`src/rtl/vec_mul_wide_seq.sv`:
```
// rtl/vec_mul_wide_seq.sv - sequential LANES-wide signed element-wise multiplier with optional negate
//
// Ports:
//   clk, rst_n            clock (rising edge), asynchronous active-low reset
//   in_valid / in_ready   operand handshake; a_vec, b_vec and neg are captured on an IDLE accept
//   neg                   negate every product of this operation
//   a_vec, b_vec          N signed W-bit residues each
//   out_valid / out_ready result handshake; out_vec is held stable while out_valid is high
//   out_vec               N signed WW-bit products

`ifndef N_SLOTS
`define N_SLOTS 8
`endif
`ifndef RNS_PRIME_BITS
`define RNS_PRIME_BITS 16
`endif

module vec_mul_wide_seq #(
    parameter int N     = `N_SLOTS,
    parameter int W     = `RNS_PRIME_BITS,
    parameter int WW    = 2 * W,
    parameter int LANES = 4
) (
    input  logic                   clk,
    input  logic                   rst_n,
    input  logic                   in_valid,
    output logic                   in_ready,
    input  logic                   neg,
    input  logic [N-1:0][W-1:0]    a_vec,
    input  logic [N-1:0][W-1:0]    b_vec,
    output logic                   out_valid,
    input  logic                   out_ready,
    output logic [N-1:0][WW-1:0]   out_vec
);

    localparam int GROUPS = N / LANES;
    localparam int GW     = (GROUPS > 1) ? $clog2(GROUPS) : 1;

    if (N % LANES != 0) begin : g_bad_lanes
        $error("vec_mul_wide_seq: N must be a multiple of LANES");
    end

    typedef enum logic [1:0] {
        IDLE,
        BUSY,
        DONE
    } state_t;

    state_t state, state_nxt;

    logic [GW-1:0] grp;
    logic          grp_last;
    logic          neg_q;

    // Operand/result storage viewed as [group][lane]; the packed layout is
    // identical to the flat [slot] view, so slot i = grp*LANES + lane.
    logic [GROUPS-1:0][LANES-1:0][W-1:0]  a_grp, b_grp;
    logic [GROUPS-1:0][LANES-1:0][WW-1:0] out_grp;

    logic signed [WW-1:0] prod [LANES];

    assign grp_last  = (grp == GW'(GROUPS - 1));
    assign in_ready  = (state == IDLE);
    assign out_valid = (state == DONE);
    assign out_vec   = out_grp;

    always_comb begin
        state_nxt = state;
        case (state)
            IDLE:    if (in_valid)  state_nxt = BUSY;
            BUSY:    if (grp_last)  state_nxt = DONE;
            DONE:    if (out_ready) state_nxt = IDLE;
            default:                state_nxt = IDLE;
        endcase
    end

    // Only LANES multipliers: the current group's operands are muxed in by grp.
    // Sign-extending to WW first keeps (-2^(W-1))^2 and its negation exact.
    always_comb begin
        logic signed [WW-1:0] a_ext;
        logic signed [WW-1:0] b_ext;
        logic signed [WW-1:0] p;
        a_ext = '0;
        b_ext = '0;
        p     = '0;
        for (int j = 0; j < LANES; j++) begin
            a_ext   = {{(WW-W){a_grp[grp][j][W-1]}}, a_grp[grp][j]};
            b_ext   = {{(WW-W){b_grp[grp][j][W-1]}}, b_grp[grp][j]};
            p       = a_ext * b_ext;
            prod[j] = neg_q ? -p : p;
        end
    end

    always_ff @(posedge clk or negedge rst_n) begin
        if (!rst_n) begin
            state   <= IDLE;
            grp     <= '0;
            neg_q   <= 1'b0;
            a_grp   <= '0;
            b_grp   <= '0;
            out_grp <= '0;
        end else begin
            state <= state_nxt;
            case (state)
                IDLE: begin
                    if (in_valid) begin
                        a_grp <= a_vec;
                        b_grp <= b_vec;
                        neg_q <= neg;
                        grp   <= '0;
                    end
                end
                BUSY: begin
                    for (int j = 0; j < LANES; j++) begin
                        out_grp[grp][j] <= prod[j];
                    end
                    grp <= grp_last ? '0 : grp + GW'(1);
                end
                default: ;
            endcase
        end
    end

endmodule

```
`config.mk`:
```
export PLATFORM = sky130hd
export DESIGN_NAME = vec_mul_wide_seq
export DESIGN_NICKNAME = d
export VERILOG_FILES = /design/src/rtl/vec_mul_wide_seq.sv
export SDC_FILE = /design/constraint.sdc
export NUM_CORES = 2
export LEC_CHECK = 0
export CAP_MARGIN = 20
export CORE_UTILIZATION = 55
export CTS_CLUSTER_DIAMETER = 40
export DETAILED_ROUTE_END_ITERATION = 10
export GPL_ROUTABILITY_DRIVEN = 0
export GPL_TIMING_DRIVEN = 0
export PLACE_DENSITY = 0.8
export SLEW_MARGIN = 20
export SYNTH_ARGS = -nofsm -noshare
export SYNTH_HDL_FRONTEND = slang
export SYNTH_SLANG_ARGS = --single-unit
export TNS_END_PERCENT = 1
```
`constraint.sdc`:
```
create_clock -name clk -period 26.8 [get_ports clk]
set_input_delay 5.36 -clock clk [delete_from_list [all_inputs] [get_ports clk]]
set_output_delay 5.36 -clock clk [all_outputs]
set_load 0.1 [all_outputs]
```
## Yosys cells after proc, flatten, opt, wreduce, memory -nomap -nowiden

Index checks and enable logic that the tools add are counted.

| storage, ports and cells | value |
|---|---|
| bits in registers | 516 |
| logic and storage cells | 76 |

| operators by class | value |
|---|---|
| $mul | 4 |
| reduce and logical (&&, ||, !) cells | 6 |
| add/sub/neg operators | 5 |
| magnitude comparators | 2 |
| equality and inequality tests | 5 |
| multiplexer cells | 27 |

Operator list:

| kind | number |
|---|---|
| $bwmux 256 | 4 |
| $demux 128 s1 | 4 |
| $mux 64 | 5 |
| $mux 32 | 5 |
| $mul 16x16->32 | 4 |
| $mux 128 | 1 |
| $neg 32->32 | 4 |
| $mux 96 | 1 |
| $mux 2 | 3 |
| $pmux 2 s3 | 1 |
| $ne 2x2->1 const B | 2 |
| $reduce_and 2->1 | 2 |
| $reduce_and 3->1 | 1 |
| $eq 2x1->1 const B | 1 |
| $eq 2x2->1 const B | 1 |
| $logic_not 2->1 | 1 |
| $lt 1x2->1 const B | 1 |
| $mux 1 | 2 |
| $ne 2x1->1 const B | 1 |
| $pmux 1 s2 | 1 |
| $reduce_bool 2->1 | 1 |
| $add 1x1->1 const B | 1 |
| $ge 1x1->1 const B | 1 |
| $logic_and 1x1->1 | 1 |

## Logic depth before layout (Yosys ltp)

| depth | value |
|---|---|
| word-level depth | 9 |
| mapped depth | 32 |
| depth with buffers taken out | 27 |

## Worst setup path before layout

Ideal clock, no wire load.

| timing path | value |
|---|---|
| path kind | register -> register |
| start | reg grp |
| end | reg out_grp, in the netlist out_vec[157] |
| cell stages (with the launch flop) | 28 |
| arrival | 8343 ps |
| slack | 18330 ps |
| clock period less this slack | 8470 ps |
| setup time | 127 ps |
| buffers on the path | 5 |
| cell sequence | dfrtp_1 -> buf_2 -> clkbuf_1 -> buf_1 -> clkbuf_1 -> mux2i_1 -> nor2_1 -> fa_1 -> inv_1 -> fa_1 -> inv_1 -> fa_1 -> fa_1 -> fa_1 -> inv_1 -> fa_1 -> inv_1 -> ha_1 -> clkbuf_1 -> a21oi_1 -> o21ai_0 -> or2_2 -> o311ai_0 -> nand3_1 -> or4_4 -> o31ai_4 -> xnor2_1 -> o21ai_1 |

| on the way | value |
|---|---|
| cells in the longest elaborated chain, start to end | 9 |

RTL lines:

| what | RTL line | text |
|---|---|---|
| start: declaration | 51 | `logic [GW-1:0] grp;` |
| start signal: assignment | 117 | `grp <= grp_last ? '0 : grp + GW'(1);` |
| $mux 64 (on tied branches) (2 in a row) | 87, 88 |  |
| $mul 16x16->32 | 89 | `p = a_ext * b_ext;` |
| $neg 32->32 | 90 | `prod[j] = neg_q ? -p : p;` |
| $mux 32 | 90 |  |
| $bwmux 256 (3 in a row) | 115 | `out_grp[grp][j] <= prod[j];` |
| $bwmux 256 * | 115 |  |
| end signal: indexed assignment | 115 |  |
| end: declaration | 58 | `logic [GROUPS-1:0][LANES-1:0][WW-1:0] out_grp;` |

Mark *: on every way between the ends. The rest lies on a longest branch, timed or not. The select of a mux whose other input is x is not followed.
A chain may end at the register's enable or synchronous reset.

## Worst setup path in the final report

| timing path | value |
|---|---|
| start | reg grp |
| end | reg out_grp, in the netlist out_vec[125] |

Same word-level chain as after synthesis.

==> impl_metrics.py <==
metrics = {
    "logic_synthesis": {
        "synth-seq-area-share_pct": 20.58,
        "synthFlopType": "dfrtp_1",
        "synth_top_cell_area_share_pct": 33.44,
        "yosys.area.top_type": "fa_1",
        "synth_common_cells": "1,227 x inv_1, 1,048 x fa_1, 922 x nand2_1, 564 x nor2_1, 516 x dfrtp_1",
        "netlist_instances": 6554,
        "syn_avg_cell_area_um2": 9.573,
        "yosysUniqueCellTypes": 87,
        "synth-edff-count": 0,
        "syn_area_um2": 62740,
        "ys_top_cells_by_area": "fa_1 33%, dfrtp_1 21%, inv_1 7.3%",
        "syn_nets": 8195,
        "yosysMostFrequentCell": "inv_1",
        "yosys_warnings": 0,
        "postSynth.asyncResetShare_pct": 100.0,
        "synth_seq_cells": 516,
    },
    "timing": {
        "hold_viol": 0,
        "setup_violations": 0,
        "slew_violations": 0,
        "post-route-min-period_ps": 11870,
        "grt_setup_unrepaired": "no",
        "maxSlewHeadroom_pct": 10.13,
        "skew_ps": 44.96,
        "tns_ps": 0,
        "fmax_ghz": 0.08424,
        "fin_crit_sh_pct": 44.30,
        "tightest_slew_ps": 1311,
    },
    "worst_setup_path": {
        "reg2regPathDepth": 30,
        "timing.rr.end": "out_vec[125]$_DFFE_PN0P_",
        "worst_setup_path_end_kind": "flop",
        "critPathKind": "flop to flop",
        "crit_top_cell": "fa_1",
        "crit_arrival_ps": 12370,
        "worst-path-max-fanout": 12,
        "start_kind": "flop",
        "crit_family": "buffers and inverters",
        "r2r-start": "grp$_DFFE_PN0P_",
        "critPathRequiredTime_ps": 27300,
        "cp_slowest_cell": "buf_1",
        "crit_buf_inv": 10,
        "reg2reg_slack_ps": 14930,
        "cp_slowest_stage_delay_ps": 880,
    },
    "die": {
        "ios": 519,
        "fp.dieH_um": 339.7,
        "fp.dieW_um": 339.7,
        "start_util_pct": 55.62,
        "core_um2": 112800,
        "rows": 123,
        "die-area_um2": 115400,
    },
    "route": {
        "drtPass1Iterations": 10,
        "drt_iter0_markers": 5746,
        "drc": 0,
        "wire_per_inst_um": 24.24,
        "viasPerCell": 5.894,
        "drt-total-wl_mm": 211.8,
        "num_vias": 51490,
        "ant_nets": 0,
    },
    "clock_tree": {
        "clockRootBuffer": "clkbuf_16",
        "clockBufferDepth": 3,
        "path_clk_slew_ps": 60,
        "cts_resized": 0,
        "postCtsHoldBufs": 0,
        "cts_tree": "built",
        "htree_levels": 3,
        "cts_buffers": 77,
        "postCtsSetupBuffers": 0,
        "clk_latency_ps": 710,
        "cts.sinks": 516,
    },
    "min_path": {
        "hp-class": "flop to flop",
        "hold_depth": 2,
        "worstHoldEndpoint": "out_vec[199]$_DFFE_PN0P_",
        "worstHoldStart": "out_vec[199]$_DFFE_PN0P_",
    },
    "global_route": {
        "overflow": 0,
        "grt_pass1_vias": 53540,
        "grt_max_degree": 103,
        "antenna_found_initial": 14,
        "grt_pass1_wl_mm": 320.3,
        "grt_usage_pct": 37.35,
    },
    "layout": {
        "synthToLayoutAreaGrowth_pct": 16.25,
        "fin_nets": 8803,
        "drive_gt1_share_pct": 8.818,
        "final_util_pct": 64.66,
        "fillCellCount": 8726,
    },
    "flow_run": {
        "drv_cap": 0,
    },
    "place": {
        "hpwl_mm": 170.2,
        "port_buffers": 518,
    },
    "run_status": {
        "status": "finished clean",
    },
}
[worst max-delay path by stage]
stage	startpoint	end	slack, ps	cells past startpoint
after detailed placement	grp$_DFFE_PN0P_	out_vec[223]$_DFFE_PN0P_	15460	30
after CTS	grp$_DFFE_PN0P_	out_vec[223]$_DFFE_PN0P_	15420	30
final	grp$_DFFE_PN0P_	out_vec[125]$_DFFE_PN0P_	14930	30
after global routing	grp$_DFFE_PN0P_	out_vec[125]$_DFFE_PN0P_	14780	30
after floorplan	grp$_DFFE_PN0P_	out_vec[157]$_DFFE_PN0P_	18330	27
after global placement	rst_n	b_grp[124]$_DFFE_PN0P_	-2300	1
[sequential cells by signal, summed over array words and instances (netlist names)]
name and count:
grp 1, b_grp 128, out_vec 256, neg_q 1
state 2, a_grp 128
[layout make-up]
class                           count  area [µm²]  area share (%)
Inverter                         1231        4621           6.335
Sequential cell                   516       12910           17.70
Antenna cell                       12       30.03         0.04117
Multi-Input combinational cell   4585       44420           60.91
Timing Repair Buffer              529        5458           7.483
Tap cell                         1500        1877           2.573
Clock inverter                     47       579.3          0.7942
Buffer                            222       892.1           1.223
Clock buffer                       94        2146           2.942
[placed cells by master, fill, tap and decap left out, types with 102 or more instances in the layout]
cell type        count
fa_1              1048
o21ai_0            348
inv_1             1227
clkdlybuf4s50_1    510
mux2i_1            106
dfrtp_1            516
a21oi_1            116
xnor2_1            156
xor2_1             102
nor2_1             564
ha_1               332
nand2_1            922
mux2_2             375
clkbuf_1           179
[cell families after synthesis]
group | after synthesis | share of synthesized area, %
AOI/OAI and AO/OA | 726 | 7.056
xor gates and xnor gates | 258 | 3.602
adders and majority gates | 1380 | 40.06
buffers and inverters | 1453 | 8.699
DFF | 516 | 20.58
muxes | 495 | 8.645
and+or+nand+nor | 1726 | 11.36
[per-layer routing]
layer	routed length (µm)	GRT usage (%)
met4	16190	23.25
met5	27	0.4902
met3	30040	15.50
met2	91290	55.76
met1	74210	44.85
[per-stage QoR]
stage	setup slack, ps	hold WS (ps)	cells	area [µm²]
final	14930	472.5	8736	72940
after global routing	14780	493.1	8724	72910
after CTS	15420	479.5	8724	72870
after detailed placement	15460	466.6	8583	70140
after global placement	-2298	463.1	8572	69800
after floorplan	18330	472.7	6554	62740
[worst register-to-register path, delay by kind of cell (launching register included)]
kind	cells	cell delay (ps)
and+or+nand+nor	5	1270
buffers and inverters	10	3810
adders and majority gates	7	3420
AOI/OAI and AO/OA	5	1490
xor gates and xnor gates	2	500
DFF	1	320
muxes	1	860
Power is left out: the tool's default activity adds up to more than one toggle a clock period on the data nets, which glitch-free logic cannot reach.
